--- config.mk ---
export PLATFORM = sky130hd
export DESIGN_NAME = sprite_addr_gen
export DESIGN_NICKNAME = d
export VERILOG_FILES = /design/src/rtl/sprite_pkg.sv /design/src/rtl/sprite_hit_calc.sv /design/src/rtl/sprite_addr_gen.sv
export SDC_FILE = /design/constraint.sdc
export NUM_CORES = 1
export LEC_CHECK = 0
export ABC_AREA = 1
export BUFFER_PORTS_ARGS = -buffer_cell sky130_fd_sc_hd__buf_2
export CORE_ASPECT_RATIO = 1.75
export CORE_MARGIN = 5
export CORE_UTILIZATION = 40
export CTS_CLUSTER_DIAMETER = 80
export DETAILED_ROUTE_END_ITERATION = 12
export GPL_ROUTABILITY_DRIVEN = 1
export PLACE_DENSITY_LB_ADDON = 0.15
export SLEW_MARGIN = 20
export SYNTH_ARGS = -nofsm -noshare
export SYNTH_HDL_FRONTEND = slang
export SYNTH_SLANG_ARGS = --single-unit
--- constraint.sdc ---
create_clock -name clk -period 4.94 [get_ports clk]
set_input_delay 0.247 -clock clk [delete_from_list [all_inputs] [get_ports clk]]
set_output_delay 0.247 -clock clk [all_outputs]
set_load 0.005 [all_outputs]
--- src/rtl/sprite_pkg.sv ---
// Shared constants and table-entry type for the sprite address generator.
// Optional feature macro: SPRITE_SCALE2X_EN (adds a per-entry 2x scale bit).
`timescale 1ns/1ps

package sprite_pkg;

    localparam int unsigned DEF_N_SPRITES  = 4;
    localparam int unsigned DEF_SPR_W_LOG2 = 6;
    localparam int unsigned DEF_SPR_H_LOG2 = 6;
    localparam int unsigned DEF_COORD_W    = 10;

    // Table entries store positions at the package coordinate width.
    localparam int unsigned ENTRY_COORD_W  = DEF_COORD_W;

    typedef struct packed {
        logic [ENTRY_COORD_W-1:0] posx;
        logic [ENTRY_COORD_W-1:0] posy;
        logic                     en;
`ifdef SPRITE_SCALE2X_EN
        logic                     scale;
`endif
    } sprite_entry_t;

    // Index width for a sprite count; a single sprite still needs one bit.
    function automatic int unsigned idx_width(input int unsigned n);
        return (n > 1) ? $clog2(n) : 1;
    endfunction

endpackage

--- src/rtl/sprite_hit_calc.sv ---
// Per-sprite offset and range test for one raster pixel (combinational).
// Optional feature macro: SPRITE_SCALE2X_EN (doubles the range, halves the texel offset).
`timescale 1ns/1ps

module sprite_hit_calc
    import sprite_pkg::*;
#(
    parameter int unsigned COORD_W    = DEF_COORD_W,
    parameter int unsigned SPR_W_LOG2 = DEF_SPR_W_LOG2,
    parameter int unsigned SPR_H_LOG2 = DEF_SPR_H_LOG2
) (
    input  logic [COORD_W-1:0]    i_pixelx,
    input  logic [COORD_W-1:0]    i_pixely,
    input  logic [COORD_W-1:0]    i_posx,
    input  logic [COORD_W-1:0]    i_posy,
    input  logic                  i_en,
`ifdef SPRITE_SCALE2X_EN
    input  logic                  i_scale,
`endif
    output logic                  o_in_range_c,
    output logic [SPR_W_LOG2-1:0] o_idx_c,
    output logic [SPR_H_LOG2-1:0] o_idy_c
);

    logic [COORD_W-1:0] w_dx;
    logic [COORD_W-1:0] w_dy;

    // Modular subtraction: pixels left of / above the sprite wrap to large offsets.
    assign w_dx = i_pixelx - i_posx;
    assign w_dy = i_pixely - i_posy;

    always_comb begin
        o_in_range_c = 1'b0;
        o_idx_c      = '0;
        o_idy_c      = '0;
`ifdef SPRITE_SCALE2X_EN
        if (i_scale) begin
            o_in_range_c = i_en
                         && ((w_dx >> (SPR_W_LOG2 + 1)) == '0)
                         && ((w_dy >> (SPR_H_LOG2 + 1)) == '0);
            o_idx_c      = w_dx[SPR_W_LOG2:1];
            o_idy_c      = w_dy[SPR_H_LOG2:1];
        end else
`endif
        begin
            o_in_range_c = i_en
                         && ((w_dx >> SPR_W_LOG2) == '0)
                         && ((w_dy >> SPR_H_LOG2) == '0);
            o_idx_c      = w_dx[SPR_W_LOG2-1:0];
            o_idy_c      = w_dy[SPR_H_LOG2-1:0];
        end
    end

endmodule

--- src/rtl/sprite_addr_gen.sv ---
// Two-stage sprite hit / texel address pipeline with double-buffered position table.
// Optional feature macro: SPRITE_SCALE2X_EN (per-sprite 2x scale via pos_scale).
`timescale 1ns/1ps

module sprite_addr_gen
    import sprite_pkg::*;
#(
    parameter int unsigned N_SPRITES  = DEF_N_SPRITES,
    parameter int unsigned SPR_W_LOG2 = DEF_SPR_W_LOG2,
    parameter int unsigned SPR_H_LOG2 = DEF_SPR_H_LOG2,
    parameter int unsigned COORD_W    = DEF_COORD_W
) (
    input  logic                                clk,
    input  logic                                rst_n,
    input  logic                                pixel_valid,
    input  logic [COORD_W-1:0]                  pixelx,
    input  logic [COORD_W-1:0]                  pixely,
    input  logic                                frame_start,
    input  logic                                pos_wr,
    input  logic [idx_width(N_SPRITES)-1:0]     pos_idx,
    input  logic [COORD_W-1:0]                  pos_x,
    input  logic [COORD_W-1:0]                  pos_y,
    input  logic                                pos_en,
`ifdef SPRITE_SCALE2X_EN
    input  logic                                pos_scale,
`endif
    output logic                                out_valid,
    output logic                                hit,
    output logic [idx_width(N_SPRITES)-1:0]     sprite_id,
    output logic [SPR_H_LOG2+SPR_W_LOG2-1:0]    address
);

    localparam int unsigned IDX_W  = idx_width(N_SPRITES);
    localparam int unsigned ADDR_W = SPR_H_LOG2 + SPR_W_LOG2;

    sprite_entry_t r_shadow     [N_SPRITES];
    sprite_entry_t r_active     [N_SPRITES];
    sprite_entry_t w_shadow_nxt [N_SPRITES];

    logic [N_SPRITES-1:0]  w_in_range_c;
    logic [SPR_W_LOG2-1:0] w_idx_c [N_SPRITES];
    logic [SPR_H_LOG2-1:0] w_idy_c [N_SPRITES];

    logic                  r_s1_valid;
    logic [N_SPRITES-1:0]  r_s1_hit;
    logic [SPR_W_LOG2-1:0] r_s1_idx [N_SPRITES];
    logic [SPR_H_LOG2-1:0] r_s1_idy [N_SPRITES];

    logic                  w_win_hit;
    logic [IDX_W-1:0]      w_win_id;
    logic [ADDR_W-1:0]     w_win_addr;

    logic                  r_out_valid;
    logic                  r_hit;
    logic [IDX_W-1:0]      r_sprite_id;
    logic [ADDR_W-1:0]     r_address;

    // Next shadow contents; the commit below copies this so a coincident write is included.
    always_comb begin
        w_shadow_nxt = r_shadow;
        if (pos_wr && (32'(pos_idx) < N_SPRITES)) begin
            w_shadow_nxt[pos_idx].posx  = ENTRY_COORD_W'(pos_x);
            w_shadow_nxt[pos_idx].posy  = ENTRY_COORD_W'(pos_y);
            w_shadow_nxt[pos_idx].en    = pos_en;
`ifdef SPRITE_SCALE2X_EN
            w_shadow_nxt[pos_idx].scale = pos_scale;
`endif
        end
    end

    always_ff @(posedge clk or negedge rst_n) begin
        if (!rst_n) begin
            for (int i = 0; i < N_SPRITES; i++) begin
                r_shadow[i] <= '0;
                r_active[i] <= '0;
            end
        end else begin
            r_shadow <= w_shadow_nxt;
            if (frame_start) begin
                r_active <= w_shadow_nxt;
            end
        end
    end

    for (genvar g = 0; g < N_SPRITES; g++) begin : g_spr
        sprite_hit_calc #(
            .COORD_W    (COORD_W),
            .SPR_W_LOG2 (SPR_W_LOG2),
            .SPR_H_LOG2 (SPR_H_LOG2)
        ) u_hit_calc (
            .i_pixelx     (pixelx),
            .i_pixely     (pixely),
            .i_posx       (COORD_W'(r_active[g].posx)),
            .i_posy       (COORD_W'(r_active[g].posy)),
            .i_en         (r_active[g].en),
`ifdef SPRITE_SCALE2X_EN
            .i_scale      (r_active[g].scale),
`endif
            .o_in_range_c (w_in_range_c[g]),
            .o_idx_c      (w_idx_c[g]),
            .o_idy_c      (w_idy_c[g])
        );
    end

    // Stage 1: per-sprite range flags and truncated texel offsets.
    always_ff @(posedge clk or negedge rst_n) begin
        if (!rst_n) begin
            r_s1_valid <= 1'b0;
            r_s1_hit   <= '0;
            for (int i = 0; i < N_SPRITES; i++) begin
                r_s1_idx[i] <= '0;
                r_s1_idy[i] <= '0;
            end
        end else begin
            r_s1_valid <= pixel_valid;
            r_s1_hit   <= w_in_range_c;
            r_s1_idx   <= w_idx_c;
            r_s1_idy   <= w_idy_c;
        end
    end

    // Lowest index wins: scan from the top so the last match written is the lowest.
    always_comb begin
        w_win_hit  = 1'b0;
        w_win_id   = '0;
        w_win_addr = '0;
        if (r_s1_valid) begin
            for (int i = N_SPRITES - 1; i >= 0; i--) begin
                if (r_s1_hit[i]) begin
                    w_win_hit  = 1'b1;
                    w_win_id   = IDX_W'(i);
                    w_win_addr = {r_s1_idy[i], r_s1_idx[i]};
                end
            end
        end
    end

    // Stage 2: registered priority result.
    always_ff @(posedge clk or negedge rst_n) begin
        if (!rst_n) begin
            r_out_valid <= 1'b0;
            r_hit       <= 1'b0;
            r_sprite_id <= '0;
            r_address   <= '0;
        end else begin
            r_out_valid <= r_s1_valid;
            r_hit       <= w_win_hit;
            r_sprite_id <= w_win_id;
            r_address   <= w_win_addr;
        end
    end

    assign out_valid = r_out_valid;
    assign hit       = r_hit;
    assign sprite_id = r_sprite_id;
    assign address   = r_address;

endmodule

## Word-level counts from Yosys, hierarchy flattened

Index checks and enable logic that the tools add are counted.
Widths: inputs -> output; s select.

- Register bits after elaboration: 237
- Bits of input ports: 48
- Output and inout bits: 16
- Word-level logic and storage cells: 91

- Add/subtract/negate cells: 8
- Magnitude comparators: 2
- Multiplexer cells: 25
- Bitwise operators: 1
- Reduce and logical (&&, ||, !) cells: 17

Operators by type and width:

| cell | number |
|---|---|
| $bwmux 84 | 3 |
| $demux 21 s2 | 3 |
| $mux 84 | 1 |
| $logic_not 10->1 | 8 |
| $sub 10x10->10 | 8 |
| $mux 12 | 5 |
| $mux 21 | 1 |
| $mux 11 | 1 |
| $mux 2 | 5 |
| $logic_and 1x1->1 | 9 |
| $mux 1 | 6 |
| $ge 3x3->1 const B | 1 |
| $lt 3x1->1 const B | 1 |
| $not 2->3 | 1 |

## Logic depth before layout (Yosys ltp)

Gate-level depths: netlist (run 1).

- Depth in word-level cells: 9
- Gate-level depth with buffers: 13
- Depth with buffers taken out: 13

## Modules after synthesis

From an unflattened synthesis (run 1), not the netlist that was laid out.

- Cells, all modules: 1843
- Area total of the unflattened synthesis: 13893.3 sq um

By module, submodules not included:

| module | instances | cells each | area each (sq um) |
|---|---|---|---|
| sprite_addr_gen | 1 | 1015 | 9477.8 |
| sprite_hit_calc (g_spr[1].u_hit_calc ...) | 3 | 208 | 1107.3 |
| sprite_hit_calc (g_spr[0].u_hit_calc) | 1 | 204 | 1093.5 |

## Worst setup path after synthesis (run 1)

OpenSTA, ideal clock, no wires.

- Path kind: input -> register
- Start point: input pixely[0]
- End point: register r_s1_hit[3]
- Setup time: 0.071 ns
- Data arrival time: 1.565 ns
- Slack: 3.304 ns
- Stages on the path: 13
- Buffers on the path: 0
- Cell sequence: inv_1 > ha_1 > inv_1 > fa_1 > nand3_1 > nand2_1 > nand2_1 > nand2_1 > nand2_1 > nand2_1 > a21oi_1 > nand2_1 > nor2_1

- Word-level cells in the longest chain between the ends: 3

RTL lines:

| item | line | source |
|---|---|---|
| start: declaration | sprite_addr_gen.sv:17 | `input logic [COORD_W-1:0] pixely,` |
| $sub 10x10->10 | sprite_hit_calc.sv:30 | `assign w_dy = i_pixely - i_posy;` |
| $logic_not 10->1 | sprite_hit_calc.sv:48 | `&& ((w_dy >> SPR_H_LOG2) == '0);` |
| $logic_and 1x1->1 | sprite_hit_calc.sv:48 |  |
| named net g_spr[3].u_hit_calc.o_in_range_c | sprite_hit_calc.sv:20 | `output logic o_in_range_c,` |
| end signal: assignment | sprite_addr_gen.sv:116 | `r_s1_hit <= w_in_range_c;` |
| end: declaration | sprite_addr_gen.sv:45 | `logic [N_SPRITES-1:0] r_s1_hit;` |

The timed path passes the listed nets, and every way through them passes these cells.
A chain may end at the register's enable or synchronous reset.

## Worst setup path in the final report (run 1)

- Start point: register r_active[76] (netlist name)
- End point: register r_s1_hit[0]

- Word-level cells in the longest chain between the ends: 4

RTL lines:

| item | line | source |
|---|---|---|
| start: declaration | sprite_addr_gen.sv:37 | `sprite_entry_t r_active [N_SPRITES];` |
| start signal: assignment | sprite_addr_gen.sv:80 | `r_active <= w_shadow_nxt;` |
| $sub 10x10->10 | sprite_hit_calc.sv:29 | `assign w_dx = i_pixelx - i_posx;` |
| $logic_not 10->1 | sprite_hit_calc.sv:47 | `&& ((w_dx >> SPR_W_LOG2) == '0)` |
| $logic_and 1x1->1 | sprite_hit_calc.sv:47 |  |
| $logic_and 1x1->1 | sprite_hit_calc.sv:48 |  |
| named net g_spr[0].u_hit_calc.o_in_range_c | sprite_hit_calc.sv:20 |  |

The timed path passes the listed nets, and every way through them passes these cells.

==> flow_summary.ini, run 1 <==
[logic_synthesis]
ys.flop_type = dfrtp_1
netlist_top_cells_area = dfrtp_1 49%, nand2_1 12%, ha_1 7.4%
synth_seq_cells = 237
ys_types = 32
ys_seq_area_frac = 0.486
synth_top_area_cell = dfrtp_1
synthTopCellsByCount = 398 x nand2_1, 237 x dfrtp_1, 215 x inv_1, 91 x o21ai_0, 72 x ha_1
mappedNetlistArea_um2 = 12200
synthArstFlopShare = 1.00
synth.most_common_cell = nand2_1
yosys_warnings = 0
avgSynthCellArea_um2 = 8.52
synthCells = 1431
synth.net_count = 1559
synth_top_area_share = 0.486
synth_edf_count = 0

[layout]
final_cells = 1893
area_delta_synth_final_pct = 12.5
final_nets = 1616
fin_area_um2 = 13700
drive_gt1_frac = 0.110

[clock_tree]
cts_inserted_buffers = 24
cts_tree = yes
clkSinkCount = 237
clockBufferDepth = 3
clockRootBuffer = clkbuf_16
clock_latency_ns = 0.53
cts.clk_slew.worst_paths_ns = 0.07
h-tree-depth = 1

[job]
drv_cap = 0

[floorplan]
dieArea_um2 = 34200
rows = 84
dieWidth_um = 142
initial_core_util = 0.406
dieHeight_um = 241
core_area_um2 = 30100
ioPinCount = 64

[placement]
post-dp-hpwl_um = 25400
gp_congestion = 0.896
port_buffers = 63
post_dp_cell_area_um2 = 12900
pre_cts_slack_ns = 2.75
place_inst = 1847

[sta]
hold_ws_ns = 0.0590
finalSetupViolCount = 0
worst_slew_pin_slew_ns = 1.00
tns_ns = 0
fmax_mhz = 491
fin_skew_ns = 0.0153
rsz0062_at_grt = false
slew_headroom = 0.330
setup_ws_ns = 2.90
fin_crit_sh = 0.412
hold_violations = 0
maxSlewViolCount = 0
period_minus_slack_ns = 2.04

[drt]
wl_per_cell_um = 17.6
drt-pass1-iter-count = 5
vias = 9250
wirelength_um = 33400
viasPerCell = 4.89
drc = 0
drtAntennaViolNets = 0
drt_iter0_markers = 502

[global_route]
overflow = 0
grt_first_pass_wirelength_um = 52400
antenna_found_initial = 1
grt_max_degree = 123
first_global_vias = 9342
grt.total_usage = 0.200

[worst_hold_path]
min_path_type = primary input to flop

[power]
power_density_nw_per_um2 = 422
power.leakage_nw = 7.12
vdd_ir_drop_max_mv = 0.252

[setup_path]
worstSetupEndpointType = flop
worstSetupStartpointType = flop
setup.reg_to_reg.worst_slack_ns = 2.90
crit_required_ns = 5.39
critPathKind = flop to flop
arrival_ns = 2.48
crit_path_max_fanout = 4

[outcome]
outcome = complete, no violations
report_power, final:
group	leakage [nW]	internal (mW)	switching (mW)
logic	3.75	0.518	0.969
registers	2.96	2.32	0.132
clock network	0.415	1.10	0.765
total	7.12	3.93	1.87
sequential cells by signal, indices dropped and copies added, names as in the netlist:
| name | cells |
|---|---|
| hit | 1 |
| r_shadow | 84 |
| r_s1_hit | 4 |
| r_s1_valid | 1 |
| sprite_id | 2 |
| r_s1_idx | 24 |
| address | 12 |
| r_active | 84 |
| r_s1_idy | 24 |
| out_valid | 1 |
worst max-delay path: stages (launching register included):
cell	delay (ns)
dfrtp_1	0.36
inv_1	0.12
ha_1	0.29
nand2_1	0.09
nand2_1	0.08
nor2_1	0.24
o21ai_0	0.22
nand2_1	0.10
o21ai_0	0.13
nor2_1	0.12
nand2_1	0.07
nor2_1	0.16
layout make-up:
cell class              instances  area, um2
multi-input cells             939       5280
well taps                     387        484
repair buffers                 69        390
clock inverters                 9       85.1
flip-flops and latches        237       5930
diodes                          1       2.50
inverters                     217        815
clock buffers                  34        739
fillers                      3047      16300
timing repair:
item | in CTS | in global routing
endpoints found under the hold margin | 116 | 0
resized for setup | 0 | 0
buffers inserted | 0 | 0
hold buffers | 2 | 0
cells in the final DEF, fill, tap and decap left out, drive strengths merged, types with 8 or more instances in the layout:
| cell type | count |
|---|---|
| a31oi | 12 |
| o21ai | 157 |
| dfrtp | 237 |
| ha | 72 |
| nor2 | 68 |
| fa | 8 |
| buf | 67 |
| nand2 | 410 |
| nand4 | 12 |
| clkbuf | 34 |
| inv | 217 |
| xor2 | 30 |
| mux2 | 20 |
| a21oi | 42 |
| clkinv | 8 |
| nand3 | 70 |
| o21bai | 8 |
| o221ai | 12 |
| xnor2 | 10 |
metrics by stage:
step	power (mW)	utilization
final	5.80	0.457
after detailed placement	3.99	0.428
after floorplan	3.47	-
after global routing	6.17	0.456
after CTS	5.87	0.456
after global placement	3.97	0.428
cell families (layout without fill, tap and decap cells):
logic type	Yosys count	after routing	share of synthesized area
buf+inv	255	329	0.0811
xor+xnor	40	40	0.0287
flops	237	237	0.486
other cells	0	1	0
fa+ha+maj	80	80	0.0870
mux	20	20	0.0185
simple gates	563	563	0.188
compound gates	236	236	0.110
final timing paths:
kind,startpoint,to,depth (start not counted)
max,r_active[76],r_s1_hit[0],11
min,pos_y[0],r_shadow[22],3
max reg2reg,r_active[76],r_s1_hit[0],11
min reg2reg,r_shadow[40],r_shadow[40],2
max in group asynchronous,rst_n,r_active[48],3
min in group asynchronous,rst_n,r_s1_valid,2
metal layers:
| metal | vias up | global-route usage | routed length (um) |
|---|---|---|---|
| met5 | - | 0 | 0 |
| met4 | 0 | 0.0800 | 1410 |
| met3 | 54 | 0.0212 | 1070 |
| met2 | 147 | 0.387 | 18600 |
| met1 | 4367 | 0.219 | 12300 |
| li1 | 4682 | - | - |
(Power assumes the default switching activity.)
==> run 2, diff against run 1 <==
==> constraint.sdc (replaced) <==
create_clock -name clk -period 2.1 [get_ports clk]
set_input_delay 0.105 -clock clk [delete_from_list [all_inputs] [get_ports clk]]
set_output_delay 0.105 -clock clk [all_outputs]
set_load 0.005 [all_outputs]
==> flow_summary.ini, run 2 (synthesis gave the netlist of run 1 again) <==
[power]
vdd_ir_drop_max_mv = 0.755
power.leakage_nw = 7.29
power_density_nw_per_um2 = 985

[setup_path]
worstSetupStartpointType = flop
path_cells = ha_1, inv_1, fa_1, nand3_1, nand2_1, nand2_1, nand2_1, nand2_1, nand2_1, a21oi_1, nand2_1, nor2_1
slowest_stage = fa_1
critPathKind = flop to flop
cp_common_cell = nand2_1
worstSetupEndpointType = flop
crit_required_ns = 2.55
setup.reg_to_reg.worst_slack_ns = 0.21
crit_path_max_fanout = 4
cpPeakStageDelay_ns = 0.41
arrival_ns = 2.34

[sta]
hold_ws_ns = 0.0314
fin_skew_ns = 0.00894
maxSlewViolCount = 0
slew_headroom = 0.567
fin_crit_sh = 0.900
finalSetupViolCount = 0
hold_violations = 0
tns_ns = 0
fmax_mhz = 529
worst_slew_pin_slew_ns = 0.649
rsz0062_at_grt = false
period_minus_slack_ns = 1.89

[drt]
viasPerCell = 4.89
vias = 9421
drc = 0
wl_per_cell_um = 17.6
drt-pass1-iter-count = 5
drtAntennaViolNets = 0
drt_iter0_markers = 501
wirelength_um = 33900

[clock_tree]
h-tree-depth = 1
clockBufferDepth = 3
post-cts-setup-buffers = 0
cts_tree = yes
clockRootBuffer = clkbuf_16
cts-resized-gates = 0
cts.clk_slew.worst_paths_ns = 0.06
clkSinkCount = 237
clock_latency_ns = 0.52
cts_inserted_buffers = 23

[global_route]
overflow = 0
grt_max_degree = 105
grt.total_usage = 0.201
first_global_vias = 9503
antenna_found_initial = 1
grt_first_pass_wirelength_um = 52700

[floorplan]
initial_core_util = 0.406
dieHeight_um = 241
dieWidth_um = 142
ioPinCount = 64
dieArea_um2 = 34200
rows = 84
core_area_um2 = 30100

[placement]
post-dp-hpwl_um = 26100
port_buffers = 63
gp_congestion = 0.913

[layout]
top_regs = r_active: 84 flops, r_shadow: 84 flops
final_common_cell = nand2_1
area_delta_synth_final_pct = 15.8
final_nets = 1648
fillers = 2994
final_cell_mix = 398 x nand2_1, 237 x dfrtp_1, 215 x inv_1
drive_gt1_frac = 0.114

[worst_hold_path]
min_path_type = primary input to flop

[outcome]
outcome = complete, no violations

[job]
drv_cap = 0
[run 2: changes by cell type in the layout (fill, tap and decap cells not counted), sizes merged]
cell	before	now
clkinvlp	0	3
clkinv	8	4
clkbuf	34	28
dlygate4sd3	2	23
buf	67	79
bufinv	1	5
inv	217	219
[run 2: report_power, final]
group	leakage [nW]	switching (mW)	internal [mW]
Combinational	3.93	2.31	1.28
Clock	0.403	1.80	2.75
Sequential	2.96	0.312	5.45
[run 2: layer usage]
layer / track usage / share of wire / up-vias
li1: - / - / 4743
met1: 0.216 / 0.37 / 4439
met2: 0.375 / 0.53 / 161
met3: 0.0242 / 0.032 / 78
met4: 0.112 / 0.062 / 0
met5: 0 / 0 / -
[run 2: critical path, delay by kind of cell, from the launching register on]
kind / cells / cell delay [ns]
AO/OA/AOI/OAI: 1 / 0.12
buffers and inverters: 1 / 0.09
flip-flops: 1 / 0.34
adder cells (fa/ha/maj): 2 / 0.55
AND/OR/NAND/NOR: 8 / 0.71
[run 2: area by class of cell]
type | instances | area (um2) | share of cell area
Timing Repair Buffer | 102 | 778 | 0.0551
Tap cell | 387 | 484 | 0.0343
Clock buffer | 28 | 624 | 0.0442
Multi-Input combinational cell | 939 | 5280 | 0.374
Sequential cell | 237 | 5930 | 0.420
Inverter | 217 | 815 | 0.0577
Clock inverter | 14 | 210 | 0.0149
Antenna cell | 1 | 2.50 | 0.000177
[run 2: repair_timing]
action / 4_1_cts / 5_1_grt
endpoints found under the hold margin: 229 / 0
setup endpoints to repair: 0 / 0
hold buffers: 23 / 0
[run 2: through the flow]
| step | setup slack [ns] | cell area [um2] | instances | util | power (mW) |
|---|---|---|---|---|---|
| after floorplan | 0.502 | 12200 | 1431 | - | 8.17 |
| after global placement | 0.221 | 13100 | 1859 | 0.434 | 9.42 |
| after detailed placement | 0.206 | 13100 | 1859 | 0.434 | 9.45 |
| after CTS | 0.207 | 14100 | 1924 | 0.470 | 14.1 |
| after global routing | 0.0531 | 14100 | 1924 | 0.470 | 14.8 |
| final | 0.210 | 14100 | 1925 | 0.470 | 13.9 |
[run 2: final timing paths]
| path | start | end | cells past startpoint |
|---|---|---|---|
| max in group asynchronous | rst_n | r_active[47] | 3 |
| setup reg to reg | r_active[1] | r_s1_hit[3] | 12 |
| hold / removal | pixelx[0] | r_s1_idx[6] | 4 |
| setup / recovery | r_active[1] | r_s1_hit[3] | 12 |
| min in group asynchronous | rst_n | r_s1_valid | 2 |
| hold reg to reg | r_shadow[82] | r_shadow[82] | 2 |
==> run 3, diff against run 2 <==
==> constraint.sdc (replaced) <==
create_clock -name clk -period 1.7 [get_ports clk]
set_input_delay 0.085 -clock clk [delete_from_list [all_inputs] [get_ports clk]]
set_output_delay 0.085 -clock clk [all_outputs]
set_load 0.005 [all_outputs]
==> flow_summary.ini, run 3 (synthesis gave the netlist of run 1 again) <==
[power]
switchingPower_mw = 5.51
comb_power_share = 0.286
p_int_mw = 11.9
finalPower_mw = 17.4
switching_share = 0.317
power_density_nw_per_um2 = 1170
seq_power_share = 0.409
vdd_ir_drop_max_mv = 0.895
power.leakage_nw = 7.59
p_clk_frac = 0.305

[layout]
drive_gt1_frac = 0.183
multi_input_area_um2 = 5590
area_delta_synth_final_pct = 21.9
fillers = 2937
final_common_cell = nand2_1
top_regs = r_active: 84 flops, r_shadow: 84 flops
final_util = 0.495
final_cells = 1986
final_nets = 1709
seqCellArea_um2 = 5930
fin_area_um2 = 14900
final_cell_mix = 384 x nand2_1, 237 x dfrtp_1, 205 x inv_1

[worst_hold_path]
min_path_type = primary input to asynchronous set/reset pin

[global_route]
gr-usage-met2 = 0.371
overflow = 0
grt_first_pass_wirelength_um = 52800
antenna_found_initial = 1
first_global_vias = 9755
grt.total_usage = 0.200
busiest_layer = met2
met1_usage = 0.222
use_met3 = 0.0182
grt_max_degree = 71

[clock_tree]
cts_inserted_buffers = 23
clkSinkCount = 237
cts.clk_slew.worst_paths_ns = 0.07
cts_tree = yes
clockRootBuffer = clkbuf_16
h-tree-depth = 1
clock_latency_ns = 0.53
clockBufferDepth = 3

[drt]
drc = 0
wl_per_cell_um = 16.9
drtAntennaViolNets = 0
drt-pass1-iter-count = 4
drt_iter0_markers = 469
viasPerCell = 4.87
vias = 9669
wirelength_um = 33600

[placement]
post-dp-hpwl_um = 25900
port_buffers = 63
place_inst = 1913
gp_congestion = 0.927
post_dp_cell_area_um2 = 13500

[sta]
fin_crit_sh = 1.03
tns_ns = -0.0504
rsz0062_at_grt = true
maxSlewViolCount = 0
fmax_mhz = 571
slew_headroom = 0.676
worst_slew_pin_slew_ns = 0.486
fin_skew_ns = 0.0142
period_minus_slack_ns = 1.75
hold_violations = 0
finalSetupViolCount = 1
setup_ws_ns = -0.0504

[setup_path]
worstSetupStartpointType = flop
worstSetupEndpointType = flop
crit_path_max_fanout = 3
crit_required_ns = 2.16
critPathKind = flop to flop
arrival_ns = 2.21

[floorplan]
dieArea_um2 = 34200
dieWidth_um = 142
core_area_um2 = 30100
ioPinCount = 64
rows = 84
initial_core_util = 0.406
dieHeight_um = 241

[job]
drv_cap = 0

[outcome]
violations = negative setup slack
outcome = finished, violations left
## run 3: cell types whose count changed in the layout (fill, tap and decap cells not counted), moves of 10 or more
| cell | before | now |
|---|---|---|
| inv_2 | 2 | 12 |
| ha_1 | 72 | 55 |
| ha_4 | 0 | 14 |
| a21oi_1 | 42 | 32 |
| nand2_1 | 398 | 384 |
| inv_1 | 215 | 205 |
| nand2_2 | 10 | 23 |
| buf_4 | 9 | 65 |
## run 3: routing by layer
metal  vias to the layer above  part of all wire
met5                         -                 0
met4                         0             0.059
met1                      4580              0.38
met2                       151              0.53
met3                        75             0.026
li1                       4863                 -
## run 3: worst paths after layout
kind                               from           end  slack, ns  cells after the start
max                         r_active[1]   r_s1_hit[3]      -0.05                     12
min                               rst_n    r_s1_valid       0.04                      2
max reg2reg                 r_active[1]   r_s1_hit[3]      -0.05                     12
min reg2reg                r_shadow[38]  r_shadow[38]       0.47                      2
max in group asynchronous         rst_n  r_shadow[71]       0.93                      3
min in group clk              pixelx[2]  r_s1_idx[20]       0.04                      3
## run 3: repair_timing
| action | in CTS | in global routing |
|---|---|---|
| hold buffers | 26 | 0 |
| hold endpoints to repair | 319 | 0 |
| pin swaps | 4 | 11 |
| buffers inserted | 2 | 2 |
| setup endpoints to repair | 5 | 9 |
| gates resized for setup | 26 | 46 |
## run 3: power by group through the flow
stage	registers (mW)	clock network, mW	logic (mW)
finish	7.11	5.31	4.96
global route	7.20	5.65	5.66
CTS	7.12	5.45	4.82
detailed placement	7.22	0	4.68
global placement	7.20	0	4.63
floorplan	7.07	0	3.02
## run 3: cell type report
type / instances / area share
sequential: 237 / 0.399
multi-input combinational: 939 / 0.376
timing repair buffer: 163 / 0.0855
inverter: 217 / 0.0548
clock buffer: 33 / 0.0439
tap: 387 / 0.0326
clock inverter: 9 / 0.00850
antenna: 1 / 0.000168
## run 3: stage by stage
stage               worst slack, ns  hold WS, ns
floorplan                     0.102       -0.211
detailed placement           -0.135     -0.00250
global placement             -0.112     -0.00333
finish                      -0.0504       0.0351
CTS                         -0.0148      0.00793
global route                 -0.148       0.0436
## run 3: worst max-delay path, stage by stage, from the launching register on
cell	delay [ns]
dfrtp_1	0.35
ha_2	0.18
inv_2	0.04
fa_2	0.36
nand3_2	0.11
nand2_4	0.07
nand2_2	0.07
nand2_1	0.05
nand2_1	0.06
nand2_1	0.05
a21oi_1	0.12
nand2_1	0.12
nor2_1	0.10
